==> src/rtl/pipe_cla_add_if.sv <==
// Operand/result bus of the pipelined carry-lookahead adder.
// Both sides use valid/ready: a beat moves only on a clock edge where valid and ready are both 1;
// the source holds payload and valid until that edge, and ready never depends on the same side's valid.
interface pipe_cla_add_if #(
    parameter int WIDTH = 96
);
    logic             in_valid;
    logic             in_ready;
    logic [WIDTH-1:0] a_in;
    logic [WIDTH-1:0] b_in;
    logic             c_in;
    logic             sub;
    logic             out_valid;
    logic             out_ready;
    logic [WIDTH-1:0] sum;
    logic             c_out;
    logic             ovf;

    modport master (
        output in_valid, a_in, b_in, c_in, sub, out_ready,
        input  in_ready, out_valid, sum, c_out, ovf
    );

    modport slave (
        input  in_valid, a_in, b_in, c_in, sub, out_ready,
        output in_ready, out_valid, sum, c_out, ovf
    );
endinterface

==> src/rtl/pipe_cla_add.sv <==
// Pipelined adder/subtractor: one SEG_WIDTH-bit carry-lookahead segment per stage,
// with the inter-segment carry registered and operands/partial sums skewed through the pipe.
module pipe_cla_add #(
    parameter int WIDTH     = 96,
    parameter int SEG_WIDTH = 24
) (
    input  logic           clk,
    input  logic           rst,
    pipe_cla_add_if.slave  bus
);
    localparam int NSEG = WIDTH / SEG_WIDTH;

    // Parallel-prefix (Kogge-Stone style) group generate/propagate inside one segment.
    function automatic logic [SEG_WIDTH:0] cla_seg(
        input logic [SEG_WIDTH-1:0] a,
        input logic [SEG_WIDTH-1:0] b,
        input logic                 ci
    );
        logic [SEG_WIDTH-1:0] p;
        logic [SEG_WIDTH-1:0] gg;
        logic [SEG_WIDTH-1:0] pp;
        logic [SEG_WIDTH-1:0] c;
        p  = a ^ b;
        gg = a & b;
        pp = p;
        for (int d = 1; d < SEG_WIDTH; d = d * 2) begin
            for (int i = SEG_WIDTH - 1; i >= d; i--) begin
                gg[i] = gg[i] | (pp[i] & gg[i-d]);
                pp[i] = pp[i] & pp[i-d];
            end
        end
        c[0] = ci;
        for (int i = 1; i < SEG_WIDTH; i++) begin
            c[i] = gg[i-1] | (pp[i-1] & ci);
        end
        return {gg[SEG_WIDTH-1] | (pp[SEG_WIDTH-1] & ci), p ^ c};
    endfunction

    logic             en;
    logic [WIDTH-1:0] b_eff;
    logic             cin0;

    logic [NSEG-1:0]  v_q;
    logic [NSEG-1:0]  cy_q;
    logic [NSEG-1:0]  cy_d;
    logic [WIDTH-1:0] x_q [NSEG];
    logic [WIDTH-1:0] y_q [NSEG];
    logic [WIDTH-1:0] x_d [NSEG];
    logic [WIDTH-1:0] y_d [NSEG];
    logic [WIDTH-1:0] sum_q;
    logic             ovf_q;
    logic             ovf_d;

    assign en           = !v_q[NSEG-1] || bus.out_ready;
    assign bus.in_ready = en;
    assign b_eff        = bus.sub ? ~bus.b_in : bus.b_in;
    assign cin0         = bus.sub | bus.c_in;

    // x carries {unprocessed A segments, finished sum segments}; y carries the (inverted-for-sub) B.
    for (genvar k = 0; k < NSEG; k++) begin : g_stage
        logic [SEG_WIDTH-1:0] sa;
        logic [SEG_WIDTH-1:0] sb;
        logic [SEG_WIDTH-1:0] ss;
        logic                 ci;
        logic                 co;
        logic [WIDTH-1:0]     xb;
        logic [WIDTH-1:0]     yb;
        logic [WIDTH-1:0]     xn;

        if (k == 0) begin : g_first
            assign xb = bus.a_in;
            assign yb = b_eff;
            assign ci = cin0;
        end else begin : g_next
            assign xb = x_q[k-1];
            assign yb = y_q[k-1];
            assign ci = cy_q[k-1];
        end

        assign sa        = xb[k*SEG_WIDTH +: SEG_WIDTH];
        assign sb        = yb[k*SEG_WIDTH +: SEG_WIDTH];
        assign {co, ss}  = cla_seg(sa, sb, ci);

        always_comb begin
            xn = xb;
            xn[k*SEG_WIDTH +: SEG_WIDTH] = ss;
        end

        assign x_d[k]  = xn;
        assign y_d[k]  = yb;
        assign cy_d[k] = co;

        if (k == NSEG - 1) begin : g_last
            // Carry into the MSB recovered from its sum bit; overflow is that XOR carry-out.
            assign ovf_d = co ^ (ss[SEG_WIDTH-1] ^ sa[SEG_WIDTH-1] ^ sb[SEG_WIDTH-1]);
        end
    end

    always_ff @(posedge clk) begin
        if (en) begin
            for (int k = 0; k < NSEG - 1; k++) begin
                x_q[k] <= x_d[k];
                y_q[k] <= y_d[k];
            end
        end
    end

    always_ff @(posedge clk or posedge rst) begin
        if (rst) begin
            v_q   <= '0;
            cy_q  <= '0;
            sum_q <= '0;
            ovf_q <= 1'b0;
        end else if (en) begin
            v_q[0] <= bus.in_valid;
            for (int k = 1; k < NSEG; k++) begin
                v_q[k] <= v_q[k-1];
            end
            cy_q  <= cy_d;
            sum_q <= x_d[NSEG-1];
            ovf_q <= ovf_d;
        end
    end

    assign bus.out_valid = v_q[NSEG-1];
    assign bus.sum       = sum_q;
    assign bus.c_out     = cy_q[NSEG-1];
    assign bus.ovf       = ovf_q;
endmodule

==> src/flat_wrapper.sv <==
// flat-port wrapper written by rule: the top's interface ports become plain ports
module pipe_cla_add_flat 
#(
    parameter int WIDTH     = 96,
    parameter int SEG_WIDTH = 24
)
  (clk, rst, bus_in_valid, bus_a_in, bus_b_in, bus_c_in, bus_sub, bus_out_ready, bus_in_ready, bus_out_valid, bus_sum, bus_c_out, bus_ovf);
  pipe_cla_add_if #(.WIDTH(WIDTH)) bus_i ();
  input  logic clk;
  input  logic rst;
  input wire logic [$bits(bus_i.in_valid)-1:0] bus_in_valid;
  input wire logic [$bits(bus_i.a_in)-1:0] bus_a_in;
  input wire logic [$bits(bus_i.b_in)-1:0] bus_b_in;
  input wire logic [$bits(bus_i.c_in)-1:0] bus_c_in;
  input wire logic [$bits(bus_i.sub)-1:0] bus_sub;
  input wire logic [$bits(bus_i.out_ready)-1:0] bus_out_ready;
  output wire logic [$bits(bus_i.in_ready)-1:0] bus_in_ready;
  output wire logic [$bits(bus_i.out_valid)-1:0] bus_out_valid;
  output wire logic [$bits(bus_i.sum)-1:0] bus_sum;
  output wire logic [$bits(bus_i.c_out)-1:0] bus_c_out;
  output wire logic [$bits(bus_i.ovf)-1:0] bus_ovf;
  assign bus_i.in_valid = bus_in_valid;
  assign bus_i.a_in = bus_a_in;
  assign bus_i.b_in = bus_b_in;
  assign bus_i.c_in = bus_c_in;
  assign bus_i.sub = bus_sub;
  assign bus_i.out_ready = bus_out_ready;
  assign bus_in_ready = bus_i.in_ready;
  assign bus_out_valid = bus_i.out_valid;
  assign bus_sum = bus_i.sum;
  assign bus_c_out = bus_i.c_out;
  assign bus_ovf = bus_i.ovf;
  pipe_cla_add #(.WIDTH(WIDTH), .SEG_WIDTH(SEG_WIDTH)) u_core (.clk(clk), .rst(rst), .bus(bus_i));
endmodule
==> config.mk <==
export PLATFORM = sky130hd
export DESIGN_NAME = pipe_cla_add_flat
export DESIGN_NICKNAME = d
export VERILOG_FILES = /design/src/rtl/pipe_cla_add_if.sv /design/src/rtl/pipe_cla_add.sv /design/src/flat_wrapper.sv
export SDC_FILE = /design/constraint.sdc
export NUM_CORES = 1
export LEC_CHECK = 0
export ABC_AREA = 1
export CAP_MARGIN = 20
export CORE_AREA = 2 2 210 212
export CTS_CLUSTER_DIAMETER = 80
export DETAILED_ROUTE_END_ITERATION = 10
export DIE_AREA = 0 0 212 214
export PLACE_DENSITY = 0.9
export SYNTH_ARGS = -nofsm -noshare
export SYNTH_HDL_FRONTEND = slang
export SYNTH_SLANG_ARGS = --single-unit
==> constraint.sdc <==
create_clock -name clk -period 28.6 [get_ports clk]
set_clock_uncertainty 0.1 [all_clocks]
set_input_delay 7.15 -clock clk [delete_from_list [all_inputs] [get_ports clk]]
set_output_delay 7.15 -clock clk [all_outputs]
set_load 0.05 [all_outputs]
## Word-level counts from Yosys, hierarchy flattened

Memory sizes are Yosys's and may differ from the RTL's.
Index checks and enable logic that the tools add are counted.

- Mux-type cells: 3
- Bitwise logic cells: 1277
- Reductions and logical operators: 2

Operators with widths:

| cell | number |
|---|---|
| 1-bit AND | 808 |
| 1-bit bitwise OR | 453 |
| 24-bit bitwise XOR | 8 |
| 24-bit AND | 4 |
| 96-bit 2-to-1 mux | 1 |
| 96-bit inverter | 1 |
| 1-bit bitwise XOR | 3 |
| 1-bit 2-to-1 mux | 2 |
| 1-bit logical NOT | 1 |
| 1-bit logical OR | 1 |

- Bits in registers: 105
- Memory bits (writable): 768
- Output and inout bits: 100
- Logic and storage cells: 1288
- Memories: 2

Memory list:

| name | words | width | rd ports | clocked after Yosys merged registers in | write ports | RTL line | RTL |
|---|---|---|---|---|---|---|---|
| u_core.x_q | 4 | 96 | 3 | 0 | 3 | pipe_cla_add.sv:46 | `logic [WIDTH-1:0] x_q [NSEG];` |
| u_core.y_q | 4 | 96 | 3 | 0 | 3 | pipe_cla_add.sv:47 | `logic [WIDTH-1:0] y_q [NSEG];` |

## Depth between registers and ports, before layout

Gate-level depths: netlist of run 1.

- Depth after elaboration: 15
- Gate-level depth with buffers: 16
- Mapped depth without buffers: 16

## Worst setup path before layout of run 1

OpenSTA, ideal clock, no wires.

- Kind: input port to output port
- Start point: input port bus_out_ready
- End point: output port bus_in_ready
- Arrival time: 19.530 ns
- Required time: 21.350 ns
- Path slack: 1.820 ns
- Stages on the path: 3
- Path buffers: 1
- Path through: nor2_1 inv_2 clkbuf_1

- Cells in the longest elaborated chain, start to end: 1

Ends and longest elaborated chain:

| element | RTL line | RTL |
|---|---|---|
| start: declaration | flat_wrapper.sv:16 | `input wire logic [$bits(bus_i.out_ready)-1:0] bus_out_ready;` |
| 1-bit logical OR | pipe_cla_add.sv:54 | `assign en = !v_q[NSEG-1] \|\| bus.out_ready;` |
| end: declaration | flat_wrapper.sv:17 | `output wire logic [$bits(bus_i.in_ready)-1:0] bus_in_ready;` |

No other way between the ends.

## Final worst setup path of run 1

Ends and elaborated chain as after synthesis.

==> results.yml, run 1 <==
outcome:
  run_status: "complete, no violations"
worst_setup_path:
  regToRegStartpoint: "u_core.v_q[3]"
  required_ns: 21.35
  rr_worst_depth: 8
  worstSetupPathType: "input port to output port"
  cp.arrival_ns: 9.49
  startpoint: "bus_out_ready"
  path_max_fanout: 151
  startpoint_type: "input port"
  cp-end-kind: "output port"
min_path:
  hp-class: "flip-flop to flip-flop"
  min-delay-start: "u_core.x_q[0][118]"
  hold_depth: 0
power_and_ir_drop:
  p_leak_nw: 12.0
  switchingPower_mw: 1.25
  internal_power_mw: 2.06
  p_per_area_nw_per_um2: 115
  p_sw_share_pct: 37.8
  power.share.sequential_pct: 40.8
  ir_worst_vdd_v: 0.0000863
  clockPowerShare_pct: 21.3
  power_frac_comb_pct: 37.9
clock_network:
  hold_buffers: 0
  htreeDepth: 2
  clk_pin_slew_worst_paths_ns: 0.06
  ctsResizeCount: 0
  cts_root_buffer: "clkbuf_16"
  numCtsBuffers: 53
  cts_sinks: 537
  clock_latency_ns: 0.59
  tritoncts: "built"
  cts_setup_buffers: 0
  cts_buffer_depth: 3
timing:
  setup_violations: 0
  maxSlewHeadroom_pct: 25.9
  max_freq_ghz: 0.0597
  hold_viol: 0
  tightest_slew_ns: 1.11
  rsz0062_at_grt: "false"
  fin_crit_sh_pct: 58.5
  tns_ns: 0
  min_period_ns: 16.74
  drv_slew: 0
floorplan:
  core_area_um2: 42900
  dieHeight_um: 214
  ios: 298
  core.rowCount: 76
  dieArea_um2: 45400
  initial_core_util_pct: 54.5
  fp.dieW_um: 212
yosys:
  syn_area_um2: 23400
  ys_types: 47
  ys_ff_latch: 537
  syn_inst: 1932
  ys_seq_area_share_pct: 66.7
  yosysWarnings: 0
  syn-num-nets: 2230
  postSynthAreaPerCell_um2: 12.1
placement:
  portBuffers: 297
  place_congestion: 0.908
  place.detailed.hpwl_um: 35000
routing:
  top_layer: "met5"
  via_per_inst: 5.26
  route.met2.wl_um: 24700
  met3_length_um: 3410
  drc: 0
  drt-met1-wl_um: 20600
  wire_per_inst_um: 17.3
  drtIter0Drc: 1332
  drt_wl_total_um: 50100
  firstDrtPassIters: 5
  postRouteAntennaNets: 0
  dr_total_vias: 15200
cells_and_area:
  fin_util_pct: 67.3
  layout.nets: 2557
  drive_above_1_share_pct: 5.82
  area_delta_synth_final_pct: 23.4
  fillers: 3001
global_routing:
  first_global_vias: 15300
  grt_usage_pct: 22.1
  antenna_found_initial: 6
  grt_max_degree: 152
  grt_pass1_wl_um: 79000
  overflow: 0
flow_run:
  cap_violations: 0
power groups by stage:
stage	clock [mW]	sequential, mW	combinational [mW]
after floorplan	0	1.65	0.623
after global placement	0	1.35	1.21
after detailed placement	0	1.36	1.24
after CTS	0.719	1.36	1.25
after global routing	0.749	1.38	1.37
final	0.705	1.35	1.26
final cells by class:
type	instances	area [um^2]	share of cell area, %
flip-flops and latches	537	15600	54.0
multi-input cells	1237	7180	24.9
repair buffers	308	3110	10.8
clock buffers	67	1440	4.99
well taps	585	732	2.53
inverters	122	468	1.62
clock inverters	33	338	1.17
diodes	2	5.00	0.0173
critical path, cell delays in order:
cell and delay [ns]:
clkdlybuf4s50_1 0.50, nor2_4 0.13, inv_8 0.67, clkdlybuf4s50_1 0.95
synthesized netlist by cell type (all sizes together):
cell type	instances	area, um^2
a21boi	8	71.3
a21o	19	143
a21oi	95	479
a22oi	3	22.5
a31oi	14	87.6
and2	2	17.5
and3	2	12.5
buf	16	86.3
clkbuf	20	75.1
clkinv	2	7.51
dfrtp	105	2630
edfxtp	432	13000
fa	4	80.1
ha	96	1200
inv	120	450
nand2	508	1920
nand3	69	355
nand3b	4	30.0
nand4	11	68.8
nor2	118	465
nor3	9	45.0
nor3b	1	12.5
nor4	4	25.0
o2111ai	1	8.76
o211a	2	20.0
o211ai	1	7.51
o21a	3	22.5
o21ai	67	369
o21bai	11	90.1
o221ai	5	43.8
o31ai	1	7.51
or2	2	12.5
xnor2	31	272
xor2	146	1280
placed cells by master, fill, tap and decap left out, drive strengths merged, types with 24 or more instances in the layout:
cell	n
inv	125
nor2	118
clkinv	24
dfrtp	105
a21oi	95
clkdlybuf4s50	296
nand2	508
xor2	146
ha	96
nand3	69
clkbuf	67
edfxtp	432
xnor2	31
o21ai	67
sequential cells by signal, summed over array words and instances, names as in the netlist:
| name | cells |
|---|---|
| u_core.v_q | 4 |
| u_core.x_q | 288 |
| u_core.bus.ovf | 1 |
| u_core.bus.sum | 96 |
| u_core.y_q | 144 |
| u_core.cy_q | 4 |
layer usage:
layer  global-route usage (%)  vias to the layer above
met4                     6.92                        8
met3                     4.43                      106
met2                     37.6                      509
li1                         -                     7302
met5                        0                        -
met1                     28.7                     7283
through the flow:
stage	cell area, um^2	cells	power, mW	worst slack, ns	hold slack, ns
floorplan	23400	1932	2.28	1.82	0.300
finish	28900	2891	3.31	11.86	0.305
global route	28900	2890	3.50	11.72	0.305
global placement	27000	2786	2.56	11.91	0.301
CTS	28800	2886	3.32	11.86	0.303
detailed placement	27000	2786	2.60	11.86	0.305
cell families (layout without fill, tap and decap cells):
family,Yosys count,in the layout,share of synthesized area (%)
DFF,537,537,66.7
xor gates and xnor gates,177,177,6.63
and+or+nand+nor,730,730,12.7
buffers and inverters,158,530,2.65
other,0,2,0
adders and majority gates,100,100,5.48
AOI/OAI and AO/OA,230,230,5.87
final timing paths:
path / end / slack (ns)
max: bus_in_ready / 11.86
min in group asynchronous: u_core.cy_q[0] / 6.92
min reg2reg: u_core.x_q[0][214] / 0.31
min: u_core.x_q[0][214] / 0.31
max reg2reg: u_core.y_q[0][38] / 24.37
max in group asynchronous: u_core.bus.sum[59] / 20.18
Power figures use the tool's default switching activity.
==> run 2: changes to the inputs <==
==> constraint.sdc (replaced) <==
create_clock -name clk -period 17.4 [get_ports clk]
set_clock_uncertainty 0.1 [all_clocks]
set_input_delay 4.35 -clock clk [delete_from_list [all_inputs] [get_ports clk]]
set_output_delay 4.35 -clock clk [all_outputs]
set_load 0.05 [all_outputs]
==> run 2 against run 1 <==
- worst hold slack worse by 0.0010 ns
- final area is 0.22% lower
- first-iteration DRC count is 4.6% higher
- clock-buffer cell count is 14 higher
- clock power is 60% higher
- register-to-register slack worse by 9.9 ns
- via count is 1.2% higher
- critical path type unchanged
- largest cell class unchanged
==> results.yml, run 2 (same netlist as run 1, synthesis figures left out) <==
routing:
  met3_length_um: 3330
  postRouteAntennaNets: 0
  firstDrtPassIters: 6
  wire_per_inst_um: 17.5
  drtIter0Drc: 1393
  dr_total_vias: 15400
  route.met2.wl_um: 25000
  via_per_inst: 5.33
  drc: 0
  top_layer: "met5"
  drt_wl_total_um: 50700
  drt-met1-wl_um: 20700
cells_and_area:
  n_antenna_cell: 0
  area_delta_synth_final_pct: 23.2
  largest_reg_flops: 288
  fillers: 2988
  drive_above_1_share_pct: 5.17
  mostFrequentLayoutCells: "nand2_1, edfxtp_1, clkdlybuf4s50_1, xor2_1, inv_1"
  layout.nets: 2556
  mostFrequentLayoutCell: "nand2_1"
  fin_area_um2: 28800
  largest-register: "u_core.x_q"
clock_network:
  clock_latency_ns: 0.59
  htreeDepth: 2
  cts_root_buffer: "clkbuf_16"
  ctsResizeCount: 0
  clk_pin_slew_worst_paths_ns: 0.06
  tritoncts: "built"
  cts_setup_buffers: 0
  cts_sinks: 537
  hold_buffers: 0
  numCtsBuffers: 53
  cts_buffer_depth: 3
floorplan:
  core_area_um2: 42900
  ios: 298
  dieHeight_um: 214
  dieArea_um2: 45400
  fp.dieW_um: 212
  initial_core_util_pct: 54.5
  core.rowCount: 76
worst_setup_path:
  required_ns: 12.95
  regToRegStartpoint: "u_core.v_q[3]"
  worstSetupPathType: "input port to output port"
  crit_top_cell: "clkdlybuf4s50_1"
  cp.arrival_ns: 6.95
  critPathMaxStageDelay_ns: 0.98
  cp_cell_sequence: "clkdlybuf4s50_1, nor2_4, buf_4, inv_8, clkdlybuf4s50_1"
  startpoint_type: "input port"
  path_max_fanout: 130
  reg2reg_to: "u_core.x_q[0][5]"
  cp-end-kind: "output port"
  critical-path-top-delay-family: "buffers and inverters"
  r2r_slack_ns: 14.46
  crit_buf_inv: 4
  cp_slowest_cell: "clkdlybuf4s50_1"
  rr_worst_depth: 5
min_path:
  min_to: "u_core.y_q[0][148]"
  hp-class: "flip-flop to flip-flop"
  hold_depth: 0
  min-delay-start: "u_core.y_q[0][52]"
global_routing:
  antenna_found_initial: 6
  first_global_vias: 15300
  grt_max_degree: 203
  overflow: 0
  grt_pass1_wl_um: 79100
  grt_usage_pct: 22.2
timing:
  hold_viol: 0
  drv_slew: 0
  maxSlewHeadroom_pct: 35.1
  max_freq_ghz: 0.0877
  tightest_slew_ns: 0.974
  setup_violations: 0
  min_period_ns: 11.40
  tns_ns: 0
  fin_crit_sh_pct: 65.5
  rsz0062_at_grt: "false"
  hold_ws_ns: 0.304
  setup_ws_ns: 6.00
placement:
  portBuffers: 297
  place.detailed.hpwl_um: 36200
  place_ws_ns: 5.95
  place_area_um2: 27000
  place_congestion: 0.918
power_and_ir_drop:
  ir_worst_vdd_v: 0.000113
  power_mw: 5.43
  p_per_area_nw_per_um2: 188
  p_leak_nw: 11.9
outcome:
  run_status: "complete, no violations"
flow_run:
  cap_violations: 0
==> run 2: report_power, final <==
group | total, mW | internal, mW | switching [mW]
registers | 2.22 | 2.02 | 0.203
logic | 2.07 | 0.686 | 1.39
clock network | 1.13 | 0.673 | 0.460
total | 5.43 | 3.38 | 2.05
==> run 2: layout make-up <==
cell class	instances	area (um^2)	area share, %
flip-flops and latches	537	15600	54.1
well taps	585	732	2.54
repair buffers	307	3100	10.8
clock buffers	81	1510	5.25
clock inverters	18	223	0.773
inverters	122	468	1.62
multi-input cells	1237	7180	24.9
==> run 2: worst max path at each step <==
| stage | end | cells after the start | from |
|---|---|---|---|
| finish | bus_in_ready | 5 | bus_out_ready |
| global route | bus_in_ready | 5 | bus_out_ready |
| CTS | bus_in_ready | 5 | bus_out_ready |
| detailed placement | bus_in_ready | 5 | bus_out_ready |
| global placement | bus_in_ready | 5 | bus_out_ready |
| floorplan | bus_in_ready | 3 | bus_out_ready |
==> run 2: per-layer routing <==
metal / track usage, % / vias to the layer above
met5: 0 / -
met4: 7.91 / 12
met3: 4.78 / 132
met2: 37.9 / 575
met1: 28.0 / 7373
li1: - / 7301
==> run 2: per-stage QoR <==
step,cells,utilization [%]
after floorplan,1932,-
after global routing,2887,67.2
after detailed placement,2786,63.0
after global placement,2786,63.0
final,2887,67.2
after CTS,2885,67.1
==> run 2: worst reg2reg max path: cells and delay by family, from the launching register on <==
kind                   cells  cell delay (ns)
buffers and inverters      4             1.86
DFF                        1             0.39
and+or+nand+nor            1             0.04
==> run 3: changes to the inputs <==
==> constraint.sdc (replaced) <==
create_clock -name clk -period 10.8 [get_ports clk]
set_clock_uncertainty 0.1 [all_clocks]
set_input_delay 2.7 -clock clk [delete_from_list [all_inputs] [get_ports clk]]
set_output_delay 2.7 -clock clk [all_outputs]
set_load 0.05 [all_outputs]
==> run 3 against run 2 <==
- non-clock buffer count rose by 2
- largest cell class unchanged
- clock power increased by 52%
- total power grew 59%
- cell count unchanged
- largest power group unchanged
- wire length is essentially flat
==> results.yml, run 3 (same netlist as run 1, synthesis figures left out) <==
outcome:
  run_status: "complete, no violations"
floorplan:
  fp.dieW_um: 212
  dieHeight_um: 214
  core_area_um2: 42900
  core.rowCount: 76
  dieArea_um2: 45400
  ios: 298
  initial_core_util_pct: 54.5
cells_and_area:
  mostFrequentLayoutCells: "nand2_1, edfxtp_1, clkdlybuf4s50_1, xor2_1, inv_1"
  fillers: 3047
  largest_reg_flops: 288
  layout.nets: 2557
  largest-register: "u_core.x_q"
  area_delta_synth_final_pct: 22.8
  mostFrequentLayoutCell: "nand2_1"
  drive_above_1_share_pct: 5.26
timing:
  tightest_slew_ns: 1.07
  fin_crit_sh_pct: 76.4
  rsz0062_at_grt: "false"
  setup_violations: 0
  maxSlewHeadroom_pct: 29.0
  setup_ws_ns: 2.54
  drv_slew: 0
  hold_viol: 0
  tns_ns: 0
  max_freq_ghz: 0.121
  min_period_ns: 8.26
clock_network:
  hold_buffers: 0
  clock_latency_ns: 0.58
  numCtsBuffers: 52
  clk_pin_slew_worst_paths_ns: 0.06
  cts_sinks: 537
  htreeDepth: 2
  cts_buffer_depth: 3
  ctsResizeCount: 0
  tritoncts: "built"
  cts_root_buffer: "clkbuf_16"
  cts_setup_buffers: 0
power_and_ir_drop:
  p_leak_nw: 11.9
  ir_worst_vdd_v: 0.000155
  power_mw: 8.64
  p_per_area_nw_per_um2: 301
worst_setup_path:
  cp_slowest_cell: "clkdlybuf4s50_1"
  cp.arrival_ns: 5.46
  regToRegStartpoint: "u_core.v_q[3]"
  cp-end-kind: "output port"
  cp_cell_sequence: "clkdlybuf4s50_1, nor2_4, buf_4, inv_8, clkdlybuf4s50_1"
  r2r_slack_ns: 6.56
  worstSetupPathType: "input port to output port"
  path_max_fanout: 166
  reg2reg_to: "u_core.x_q[0][38]"
  critPathMaxStageDelay_ns: 0.96
  required_ns: 8.00
  crit_top_cell: "clkdlybuf4s50_1"
  startpoint_type: "input port"
  rr_worst_depth: 6
routing:
  route.met2.wl_um: 24900
  firstDrtPassIters: 5
  drt_wl_total_um: 50700
  top_layer: "met5"
  drtIter0Drc: 1306
  via_per_inst: 5.26
  postRouteAntennaNets: 0
  drt-met1-wl_um: 20500
  drc: 0
  wire_per_inst_um: 17.6
  dr_total_vias: 15200
  met3_length_um: 3830
min_path:
  min-delay-start: "u_core.x_q[0][191]"
  hp-class: "flip-flop to flip-flop"
  min_to: "u_core.x_q[0][287]"
  hold_depth: 0
global_routing:
  grt_usage_pct: 22.3
  grt_max_degree: 167
  antenna_found_initial: 8
  first_global_vias: 15300
  overflow: 0
  grt_pass1_wl_um: 78900
placement:
  portBuffers: 297
  place_congestion: 0.896
  place_ws_ns: 2.53
  place.detailed.hpwl_um: 35500
flow_run:
  cap_violations: 0
## run 3: cell count changes in the layout (fill, tap and decap cells not counted)
cell	before	now
inv_6	2	1
clkbuf_1	22	19
buf_16	2	3
bufinv_16	5	2
clkinvlp_4	0	2
buf_12	1	0
clkinv_1	5	4
clkinv_2	7	11
clkbuf_8	4	5
clkinv_4	1	0
clkbuf_16	55	53
diode_2	0	2
buf_4	8	10
## run 3: worst max path at each step
| stage | from | to | slack, ns | cells past startpoint |
|---|---|---|---|---|
| 2_1_floorplan | bus_out_ready | bus_in_ready | 1.93 | 3 |
| 3_3_place_gp | bus_out_ready | bus_in_ready | 2.57 | 5 |
| 3_5_place_dp | bus_out_ready | bus_in_ready | 2.53 | 5 |
| 4_1_cts | bus_out_ready | bus_in_ready | 2.52 | 5 |
| 5_1_grt | bus_out_ready | bus_in_ready | 2.36 | 5 |
| 6_report | bus_out_ready | bus_in_ready | 2.54 | 5 |
## run 3: area by class of cell
type / count / area, um^2 / share of cell area (%)
clock inverter: 18 / 146 / 0.510
sequential: 537 / 15600 / 54.3
timing repair buffer: 309 / 3120 / 10.9
tap: 585 / 732 / 2.55
multi-input combinational: 1237 / 7180 / 25.0
clock buffer: 77 / 1470 / 5.11
antenna: 2 / 5.00 / 0.0174
inverter: 122 / 468 / 1.63
## run 3: where the power goes
part           total (mW)  internal, mW  switching, mW
Sequential           3.59          3.26          0.333
Clock                1.72         0.986          0.738
Combinational        3.33          1.11           2.23
Total                8.64          5.35           3.30
## run 3: critical path, delay by kind of cell
family	cells	cell delay (ns)
buffers and inverters	4	2.63
AND/OR/NAND/NOR	1	0.05
## run 3: stage by stage
step,area (um^2),utilization (%),std cells,hold slack (ns)
final,28700,67.0,2887,0.307
after global routing,28700,67.0,2887,0.308
after CTS,28600,66.8,2882,0.307
after detailed placement,27000,63.0,2787,0.305
after global placement,27000,63.0,2787,0.300
after floorplan,23400,-,1932,0.300
## run 3: layer usage
metal	vias up	GRT usage, %
met1	7206	27.9
met2	551	37.8
met4	12	7.07
li1	7299	-
met5	-	0
met3	112	5.70
